[config.mk]
export PLATFORM = sky130hd
export DESIGN_NAME = hazard_flush_ctrl
export DESIGN_NICKNAME = d
export VERILOG_FILES = /design/src/rtl/ctrl_pkg.sv /design/src/rtl/sat_counter.sv /design/src/rtl/hazard_flush_ctrl.sv
export SDC_FILE = /design/constraint.sdc
export NUM_CORES = 1
export LEC_CHECK = 0
export CAP_MARGIN = 20
export CORE_UTILIZATION = 25
export DETAILED_ROUTE_END_ITERATION = 8
export PLACE_DENSITY = 0.59
export REMOVE_ABC_BUFFERS = 1
export SYNTH_ARGS = -nofsm -noshare
export SYNTH_HDL_FRONTEND = slang
export SYNTH_SLANG_ARGS = --single-unit
[constraint.sdc]
create_clock -name clk -period 3.56 [get_ports clk]
set_input_delay 0.712 -clock clk [delete_from_list [all_inputs] [get_ports clk]]
set_output_delay 0.712 -clock clk [all_outputs]
set_load 0.02 [all_outputs]
[src/rtl/ctrl_pkg.sv]
// Shared definitions for the pipeline hazard/flush controller:
// opcodes, FSM state encoding and register-index width.
package ctrl_pkg;

  localparam int unsigned REG_W = 2;

  localparam logic [3:0] ALU_ADD = 4'b0000;
  localparam logic [3:0] ALU_SUB = 4'b0001;
  localparam logic [3:0] ALU_AND = 4'b0010;
  localparam logic [3:0] ALU_OR  = 4'b0011;
  localparam logic [3:0] ALU_MUL = 4'b1010;

  typedef enum logic [1:0] {
    RUN      = 2'd0,
    BR_FLUSH = 2'd1,
    MUL_BUSY = 2'd2
  } state_e;

endpackage

[src/rtl/sat_counter.sv]
// Saturating up-counter with asynchronous active-high reset; holds at all-ones.
module sat_counter #(
  parameter int unsigned W = 16
) (
  input  logic         clk,
  input  logic         rst,
  input  logic         inc_i,
  output logic [W-1:0] count_o
);

  logic [W-1:0] count_q;
  logic [W-1:0] count_d;

  always_comb begin
    count_d = count_q;
    if (inc_i && (count_q != '1)) count_d = count_q + 1'b1;
  end

  always_ff @(posedge clk or posedge rst) begin
    if (rst) count_q <= '0;
    else     count_q <= count_d;
  end

  assign count_o = count_q;

endmodule

[src/rtl/hazard_flush_ctrl.sv]
// Pipeline stall/flush sequencer: load-use stalls, EX branch redirects and
// multi-cycle multiply occupancy, plus saturating debug counters.
module hazard_flush_ctrl
  import ctrl_pkg::*;
#(
  parameter logic [3:0]  MUL_OP      = ALU_MUL,
  parameter int unsigned MUL_LAT     = 3,
  parameter int unsigned FLUSH_EXTRA = 1,
  parameter int unsigned CNT_W       = 16
) (
  input  logic             clk,
  input  logic             rst,
  input  logic [REG_W-1:0] id_rs,
  input  logic [REG_W-1:0] id_rt,
  input  logic             id_uses_rs,
  input  logic             id_uses_rt,
  input  logic             ex_reg_write,
  input  logic             ex_mem_read,
  input  logic [REG_W-1:0] ex_rd,
  input  logic [3:0]       ex_alu_op,
  input  logic             ex_branch_taken,
  input  logic [7:0]       ex_branch_target,
  output logic             pc_write,
  output logic             if_id_write,
  output logic             if_id_flush,
  output logic             id_ex_write,
  output logic             id_ex_flush,
  output logic             ex_mem_flush,
  output logic             pc_redirect,
  output logic [7:0]       pc_target,
  output logic [CNT_W-1:0] stall_cycles,
  output logic [CNT_W-1:0] flush_events
);

  localparam logic [3:0] MUL_CNT = 4'((MUL_LAT > 1) ? MUL_LAT - 2 : 0);
  localparam logic [3:0] BR_CNT  = 4'((FLUSH_EXTRA > 0) ? FLUSH_EXTRA - 1 : 0);

  state_e     state_q, state_d;
  logic [3:0] cnt_q, cnt_d;
  logic       load_use;
  logic       redirect_evt;
  logic       stall_evt;

  assign load_use = ex_mem_read & ex_reg_write &
                    ((id_uses_rs & (id_rs == ex_rd)) | (id_uses_rt & (id_rt == ex_rd)));

  always_comb begin
    state_d      = state_q;
    cnt_d        = cnt_q;
    pc_write     = 1'b1;
    if_id_write  = 1'b1;
    if_id_flush  = 1'b0;
    id_ex_write  = 1'b1;
    id_ex_flush  = 1'b0;
    ex_mem_flush = 1'b0;
    pc_redirect  = 1'b0;
    pc_target    = ex_branch_target;
    redirect_evt = 1'b0;
    unique case (state_q)
      RUN: begin
        if (ex_branch_taken) begin
          pc_redirect  = 1'b1;
          if_id_flush  = 1'b1;
          id_ex_flush  = 1'b1;
          redirect_evt = 1'b1;
          if (FLUSH_EXTRA > 0) begin
            state_d = BR_FLUSH;
            cnt_d   = BR_CNT;
          end
        end else if ((ex_alu_op == MUL_OP) && (MUL_LAT > 1)) begin
          pc_write     = 1'b0;
          if_id_write  = 1'b0;
          id_ex_write  = 1'b0;
          ex_mem_flush = 1'b1;
          cnt_d        = MUL_CNT;
          state_d      = MUL_BUSY;
        end else if (load_use) begin
          pc_write    = 1'b0;
          if_id_write = 1'b0;
          id_ex_flush = 1'b1;
        end
      end
      BR_FLUSH: begin
        if_id_flush = 1'b1;
        if (cnt_q == '0) state_d = RUN;
        else             cnt_d   = cnt_q - 1'b1;
      end
      MUL_BUSY: begin
        // cnt==0 is the cycle the multiply result leaves EX, so outputs stay default.
        if (cnt_q != '0) begin
          pc_write     = 1'b0;
          if_id_write  = 1'b0;
          id_ex_write  = 1'b0;
          ex_mem_flush = 1'b1;
          cnt_d        = cnt_q - 1'b1;
        end else begin
          state_d = RUN;
        end
      end
      default: state_d = RUN;
    endcase
    if (rst) begin
      pc_write     = 1'b0;
      if_id_write  = 1'b0;
      id_ex_write  = 1'b0;
      if_id_flush  = 1'b1;
      id_ex_flush  = 1'b1;
      ex_mem_flush = 1'b1;
      pc_redirect  = 1'b0;
      redirect_evt = 1'b0;
    end
  end

  always_ff @(posedge clk or posedge rst) begin
    if (rst) begin
      state_q <= RUN;
      cnt_q   <= '0;
    end else begin
      state_q <= state_d;
      cnt_q   <= cnt_d;
    end
  end

  assign stall_evt = ~pc_write & ~rst;

  sat_counter #(.W(CNT_W)) u_stall_cnt (
    .clk     (clk),
    .rst     (rst),
    .inc_i   (stall_evt),
    .count_o (stall_cycles)
  );

  sat_counter #(.W(CNT_W)) u_flush_cnt (
    .clk     (clk),
    .rst     (rst),
    .inc_i   (redirect_evt),
    .count_o (flush_events)
  );

endmodule

Yosys cells after proc, flatten, opt, wreduce, memory -nomap -nowiden
Index checks and enable logic that the tools add are counted.
{ "classes": {"add_sub_neg": 3, "shift": 0, "mux": 35, "n_lt_le_gt_ge": 0, "div_mod_pow": 0, "n_reduce_logical": 8, "n_eq_ne": 12, "n_mul": 0, "n_bitwise": 8} }
{ "ops": {"columns": ["op", "count"], "rows": [
  ["adder 16 x 1 -> 16 bit (second input constant)", 2],
  ["inequality test 16 bit (second input constant)", 2],
  ["2-to-1 mux 1 bit", 21],
  ["2-to-1 mux 4 bit", 4],
  ["case mux 4 bit (3 select lines)", 1],
  ["2-to-1 mux 2 bit", 4],
  ["inequality test 2 bit (second input constant)", 4],
  ["case mux 1 bit (2 select lines)", 4],
  ["case mux 2 bit (3 select lines)", 1],
  ["bitwise AND 1 bit", 5],
  ["equality test 2 bit", 2],
  ["equality test 4 bit (second input constant)", 1],
  ["logical NOT 4 bit", 1],
  ["AND reduction 4 bit", 1],
  ["nonzero test 4 bit", 1],
  ["subtractor 4 x 1 -> 4 bit (second input constant)", 1],
  ["inequality test 3 bit (second input constant)", 1],
  ["AND reduction 3 bit", 1],
  ["nonzero test 3 bit", 1],
  ["equality test 2 x 1 -> 1 bit (second input constant)", 1],
  ["equality test 2 bit (second input constant)", 1],
  ["logical AND 1 bit", 2],
  ["logical NOT 2 bit", 1],
  ["inverter 1 bit", 2],
  ["OR 1 bit", 1]
]} }
{ "totals": {"register_bits": 38, "mem_bits_rw": 0, "mem_bits_ro": 0, "mem_count": 0, "input_bits": 25, "wordCells": 70, "latch_bits": 0} }

Longest topological paths before layout
Gate-level depths: netlist of the first run.
{ "depth": {"ltp_word": 12, "ltp_mapped": 8} }

Cells and area by module
A second synthesis of the first run with hierarchy kept.
{ "unflattened": {"hier_cells": 226, "area_unflattened_um2": 2284.7} }
{ "modules_own_cells": {"columns": ["module", "cells_per_inst", "seq_area_each_um2", "area_each_um2", "instances"], "rows": [
  ["sat_counter", 71, 400.4, 805.8, 2],
  ["hazard_flush_ctrl", 84, 150.1, 673.1, 1]
]} }

Worst setup path before layout of the first run
No wires, ideal clock.
{ "synth_timing": {"kind": "input to output", "from": "in rst", "to": "out ex_mem_flush", "path_slack_ps": 669, "required_time_ps": 2848, "path_buffers": 0, "path_stages": 2, "arrival_time_ps": 2179, "cell_sequence": "inv_1 > o311ai_0"} }
{ "synth_between": {"elab_chain_len": 1} }
{ "synth_lines": {"columns": ["element", "line", "source"], "rows": [
  ["start: declaration", "hazard_flush_ctrl.sv:12", "input logic rst,"],
  ["2-to-1 mux 1 bit", "hazard_flush_ctrl.sv:102", "if (rst) begin"],
  ["end: declaration", "hazard_flush_ctrl.sv:28", "output logic ex_mem_flush,"]
]} }
No other way between the ends.

Worst setup path in the final report of the first run
{ "layout_timing": {"from": "in ex_branch_taken", "to": "out pc_write"} }
{ "layout_between": {"elab_chain_len": 3} }
{ "layout_lines": {"columns": ["element", "line", "source"], "rows": [
  ["start: declaration", "hazard_flush_ctrl.sv:21", "input logic ex_branch_taken,"],
  ["2-to-1 mux 1 bit", "hazard_flush_ctrl.sv:61", "if (ex_branch_taken) begin"],
  ["case mux 1 bit (2 select lines)", "hazard_flush_ctrl.sv:59", "unique case (state_q)"],
  ["2-to-1 mux 1 bit", "hazard_flush_ctrl.sv:102", null],
  ["end: declaration", "hazard_flush_ctrl.sv:23", "output logic pc_write,"]
]} }
No other way between the ends.

==> run_results.csv, run 1 <==
group,metric,value,unit
outcome,outcome,"finished clean",
power_and_ir_drop,powerDensity,557,nW/um^2
worst_setup_path,path_cells,"clkdlybuf4s50_1 -> o21ai_1 -> nor3_2 -> nor2b_1 -> nor2_1 -> clkdlybuf4s50_1",
finish,regArea,951,sq um
clocking,cts_max_level,2,
clocking,insertion_delay,280,ps
timing,hold_violations,0,
global_route,grt_pass1_wl,7830,microns
worst_setup_path,worst_setup_path_start_kind,"input pin",
synth,synth.area.mux_share,0.0269,
worst_setup_path,max_stage_delay,670,ps
die,core,8340,sq um
die,die_height,95.4,microns
routing,wl,4730,microns
timing,rsz0062_at_grt,"false",
power_and_ir_drop,comb_power_share,0.436,
global_route,first_global_vias,1688,
worst_setup_path,critical-path-slowest-cell,"clkdlybuf4s50_1",
clocking,clk_pin_slew,70,ps
placement,post-place-ws,242,ps
power_and_ir_drop,power_frac_seq,0.374,
clocking,cts_buffer_depth,2,
finish,antennaDiodeCount,0,
clocking,hold_buffers,0,
synth,synth_compound_area_frac,0.0602,
synth,async_reset_ff_frac,1.00,
timing,timing.final.crit_share,0.934,
die,start_util,0.262,
die,row_count,33,
worst_setup_path,critPathMostFrequentCell,"clkdlybuf4s50_1",
placement,dpl.cell_count,368,
timing,slew_viol_final,0,
timing,slew-limit-headroom,0.514,
worst_setup_path,critPathLaunch,"ex_branch_taken",
finish,final_cell_mix,"55 x clkdlybuf4s50_1, 38 x dfrtp_1, 21 x xor2_1",
finish,area_growth,32.5,%
routing,wl_per_cell,12.6,microns
routing,post_drt_via_cell_ratio,4.71,
synth,synth.avg_cell_area,10.1,sq um
clocking,cts_tree,"done",
timing,setup-violations-final,0,
power_and_ir_drop,p_total,1.61,mW
clocking,cts_root_buf,"clkbuf_8",
timing,finClkSkew,6.10,ps
finish,fin_cells,376,
global_route,overflow,0,
die,dieArea,9110,sq um
power_and_ir_drop,ir_drop,296,uV
placement,dpl.hpwl,3550,microns
routing,drt_pre_antenna_iters,4,
synth,synth_xor_area_frac,0.120,
global_route,track_usage,0.109,
synth,ys_seq_elements,38,
power_and_ir_drop,p_sw,625,uW
synth,ys.flop_type,"dfrtp_1",
routing,postRouteAntennaNets,0,
synth,yosysTopAreaCellShare,0.436,
synth,synth-simple-area-share,0.260,
routing,drc,0,
power_and_ir_drop,p_leak,1.21,nW
synth,seq_area_frac_synth,0.436,
placement,portBuffers,55,
routing,num_vias,1770,
synth,synth_top_family_by_area,"simple AND/OR/NAND/NOR gates",
die,io_pins,72,
finish,nets,302,
synth,synth_area_leader_cell,"dfrtp_1",
timing,finalWorstPathRequiredPeriod,3320,ps
hold_path,hold_class,"flop to flop",
synth,synth_edf_count,0,
worst_setup_path,cp_top_family,"buffers and inverters",
timing,setup_tns,0,ps
run,drv_cap,0,
die,die_w,95.4,microns
worst_setup_path,r2r_start,"cnt_q[0]",
worst_setup_path,cp_num_buf_inv,2,
clocking,cts_made_buffers,5,
finish,layout.cells.most_common,"clkdlybuf4s50_1",
worst_setup_path,critical_path_class,"input pin to primary output",
clocking,cts_resized,0,
placement,routabilityCongestion,0.764,
worst_setup_path,critPathCaptureType,"primary output",
routing,drt_iter0_drc,47,
finish,multiInputGateArea,1110,sq um
finish,drive_above_1_share,0.0959,
power_and_ir_drop,swShare,0.388,
synth,netlist_top_cells_area,"dfrtp_1 44%, xor2_1 8.4%, ha_1 4.0%",
synth,ys_types,44,
power_and_ir_drop,clock_power_share,0.190,
timing,setup_slack,236,ps
synth,syn-cell-area,2180,sq um
worst_setup_path,crit_required,2850,ps
power_and_ir_drop,p_int,986,uW
synth,syn-instance-count,216,
worst_setup_path,cp_max_fo,9,
finish,fillers,879,
clocking,postCtsSetupBuffers,0,
hold_path,min_from,"u_stall_cnt.count_o[9]",
synth,synth_warnings,0,
timing,worst_slew_pin_slew,725,ps
worst_setup_path,arrival,2610,ps
synth,synthAdderAreaFrac,0.0401,
global_route,grt_max_degree,21,
timing,clock.fmax,0.301,GHz
global_route,antenna_found_initial,0,
clocking,clock_sinks,38,
cells in the mapped netlist (all sizes together) (7+ instances only):
| master | instances |
|---|---|
| buf | 11 |
| ha | 7 |
| xor2 | 21 |
| inv | 10 |
| nor2 | 13 |
| o21ai | 8 |
| nand2 | 17 |
| xnor2 | 9 |
| nand4 | 11 |
| nor4 | 9 |
| nand3 | 10 |
| dfrtp | 38 |
| nor3 | 14 |
through the flow:
stage	hold slack, ps	util	instance area, sq um
2_1_floorplan	485	-	2100
4_1_cts	500	0.347	2890
6_report	493	0.347	2890
5_1_grt	518	0.347	2890
3_3_place_gp	479	0.336	2800
3_5_place_dp	487	0.336	2800
registers in the layout, summed over array words and instances (netlist names):
name,flops
cnt_q,4
state_q,2
u_flush_cnt.count_o,16
u_stall_cnt.count_o,16
cells by family after synthesis:
logic type | count (synthesis)
compound gates | 20
xor+xnor | 30
fa+ha+maj | 7
buf+inv | 21
flops | 38
mux | 5
simple gates | 95
layout make-up:
class / count / share of cell area
repair buffers: 58 / 0.198
flip-flops and latches: 38 / 0.329
clock inverters: 1 / 0.00173
clock buffers: 7 / 0.0299
inverters: 10 / 0.0130
well taps: 105 / 0.0454
multi-input cells: 157 / 0.383
per-layer routing:
layer | up-vias | global-route usage | wire, microns
li1 | 867 | - | -
met1 | 857 | 0.134 | 2100
met2 | 46 | 0.185 | 2370
met3 | 0 | 0.0367 | 248
met4 | 0 | 0.0211 | 0
met5 | - | 0 | 0
worst paths after layout:
path | cells past startpoint | slack [ps] | endpoint
worst min-delay path | 1 | 490 | u_stall_cnt.count_o[9]
max in group asynchronous | 3 | 2360 | u_flush_cnt.count_o[12]
worst max register to register | 7 | 1310 | u_stall_cnt.count_o[14]
min in group asynchronous | 3 | 980 | cnt_q[0]
worst min register to register | 1 | 490 | u_stall_cnt.count_o[9]
worst max-delay path | 6 | 240 | pc_write
power groups by stage:
stage	Combinational [mW]	Clock [mW]	Sequential, mW
after floorplan	0.384	0	0.656
after global placement	0.701	0	0.609
after detailed placement	0.709	0	0.610
after CTS	0.713	0.320	0.603
after global routing	0.780	0.336	0.618
final	0.703	0.306	0.602
Note: power is estimated with default switching activity, not from simulation.
==> run 2: changes to the inputs <==
Settings changed: ABC_AREA from default to 0.
==> results of run 2 <==
Final layout, timing and power as in run 1 (identical DEF).
==> run 3: changes to the inputs <==
--- a/config.mk
+++ b/config.mk
@@ -10,5 +10,5 @@
 export CORE_UTILIZATION = 25
 export DETAILED_ROUTE_END_ITERATION = 8
-export PLACE_DENSITY = 0.59
+export PLACE_DENSITY = 0.48
 export REMOVE_ABC_BUFFERS = 1
 export SYNTH_ARGS = -nofsm -noshare
==> constraint.sdc (replaced) <==
create_clock -name clk -period 3.56 [get_ports clk]
set_input_delay 0.534 -clock clk [delete_from_list [all_inputs] [get_ports clk]]
set_output_delay 0.534 -clock clk [all_outputs]
set_load 0.02 [all_outputs]
==> run 3 against run 2 <==
Effect of this change:
- count of clock-buffer cells in the layout is 1 higher
- critical path depth unchanged
- register-to-register slack gained 50 ps
- global-route usage increased by 0.50 points
- final area rose by 0.39%
- clock skew fell by 2.1 ps
- core utilization rose by 0.13 points
- sequential power about the same
==> run_results.csv, run 3 (synthesis gave the netlist of run 1 again) <==
group,metric,value,unit
global_route,grt_max_degree,37,
die,dieArea,9110,sq um
global_route,track_usage,0.114,
routing,post_drt_via_cell_ratio,4.65,
timing,rsz0062_at_grt,"false",
worst_setup_path,worst_setup_path_start_kind,"input pin",
worst_setup_path,critPathLaunch,"ex_branch_taken",
worst_setup_path,cp_max_fo,9,
clocking,cts_max_level,2,
power_and_ir_drop,p_leak,1.22,nW
worst_setup_path,critical_path_class,"input pin to primary output",
die,start_util,0.262,
placement,post-place-ws,565,ps
routing,wl,4880,microns
clocking,clock_sinks,38,
global_route,overflow,0,
timing,slew-limit-headroom,0.462,
finish,final_cell_mix,"55 x clkdlybuf4s50_1, 38 x dfrtp_1, 21 x xor2_1",
routing,drt_pre_antenna_iters,4,
routing,wl_per_cell,13.0,microns
global_route,first_global_vias,1752,
worst_setup_path,r2r_start,"state_q[0]",
die,die_w,95.4,microns
clocking,cts_root_buf,"clkbuf_8",
routing,num_vias,1743,
worst_setup_path,rr_worst_depth,7,
clocking,insertion_delay,290,ps
finish,post-route-util,0.348,
run,drv_cap,0,
timing,setup_tns,0,ps
global_route,antenna_found_initial,0,
worst_setup_path,arrival,2480,ps
clocking,cts_made_buffers,5,
hold_path,hold_path_end,"u_flush_cnt.count_o[5]",
finish,area_growth,33.0,%
placement,routabilityCongestion,0.695,
hold_path,hold_class,"flop to flop",
hold_path,min_path_cells,1,
clocking,hold_buffers,0,
placement,dpl.hpwl,3560,microns
clocking,clk_pin_slew,80,ps
power_and_ir_drop,ir_drop,262,uV
die,core,8340,sq um
worst_setup_path,reg2reg_slack,1360,ps
hold_path,min_from,"u_flush_cnt.count_o[5]",
power_and_ir_drop,powerDensity,571,nW/um^2
timing,finClkSkew,3.97,ps
finish,nets,301,
timing,clock.fmax,0.332,GHz
die,io_pins,72,
timing,finalWorstPathRequiredPeriod,3010,ps
die,die_height,95.4,microns
worst_setup_path,r2r-end,"u_stall_cnt.count_o[12]",
finish,layout.cells.most_common,"clkdlybuf4s50_1",
timing,slew_viol_final,0,
finish,drive_above_1_share,0.0963,
timing,timing.final.crit_share,0.847,
timing,hold_violations,0,
clocking,postCtsSetupBuffers,0,
timing,setup-violations-final,0,
worst_setup_path,crit_required,3030,ps
timing,worst_slew_pin_slew,802,ps
clocking,cts_tree,"done",
clocking,cts_resized,0,
timing,setup_slack,545,ps
power_and_ir_drop,p_total,1.66,mW
clocking,cts_buffer_depth,2,
routing,drc,0,
placement,portBuffers,55,
routing,postRouteAntennaNets,0,
die,row_count,33,
global_route,grt_pass1_wl,8160,microns
finish,antennaDiodeCount,0,
outcome,outcome,"finished clean",
routing,drt_iter0_drc,39,
worst_setup_path,critPathCaptureType,"primary output",
run 3: critical path: stages:
cell and delay, ps:
clkdlybuf4s50_1 690, o21ai_1 190, nor3_2 230, nor2b_1 70, nor2_1 130, clkdlybuf4s50_1 640
run 3: stage by stage:
stage          area, sq um  hold WS [ps]  cells
2_1_floorplan         2100           485    205
3_5_place_dp          2790           483    367
3_3_place_gp          2790           482    367
6_report              2900           493    375
4_1_cts               2900           493    375
5_1_grt               2900           510    375
run 3: layer usage:
layer / wire (microns) / track usage
met4: 30 / 0.0299
met2: 2320 / 0.189
met5: 0 / 0
met1: 2300 / 0.145
met3: 222 / 0.0311
run 3: layout make-up:
| type | instances | area [sq um] |
|---|---|---|
| repair buffers | 57 | 566 |
| multi-input cells | 157 | 1110 |
| clock buffers | 8 | 110 |
| inverters | 10 | 37.5 |
| flip-flops and latches | 38 | 951 |
| fillers | 877 | 5440 |
| well taps | 105 | 131 |
run 3: worst max-delay path by stage:
stage / to / slack [ps] / cells after the start
after global placement: pc_write / 620 / 6
after detailed placement: pc_write / 570 / 6
after floorplan: if_id_write / 960 / 6
final: pc_write / 550 / 6
after global routing: pc_write / 420 / 7
after CTS: pc_write / 550 / 6
run 3: report_power, final:
| part | switching, mW | internal [mW] |
|---|---|---|
| clock | 0.154 | 0.196 |
| combinational | 0.385 | 0.318 |
| sequential | 0.0925 | 0.511 |
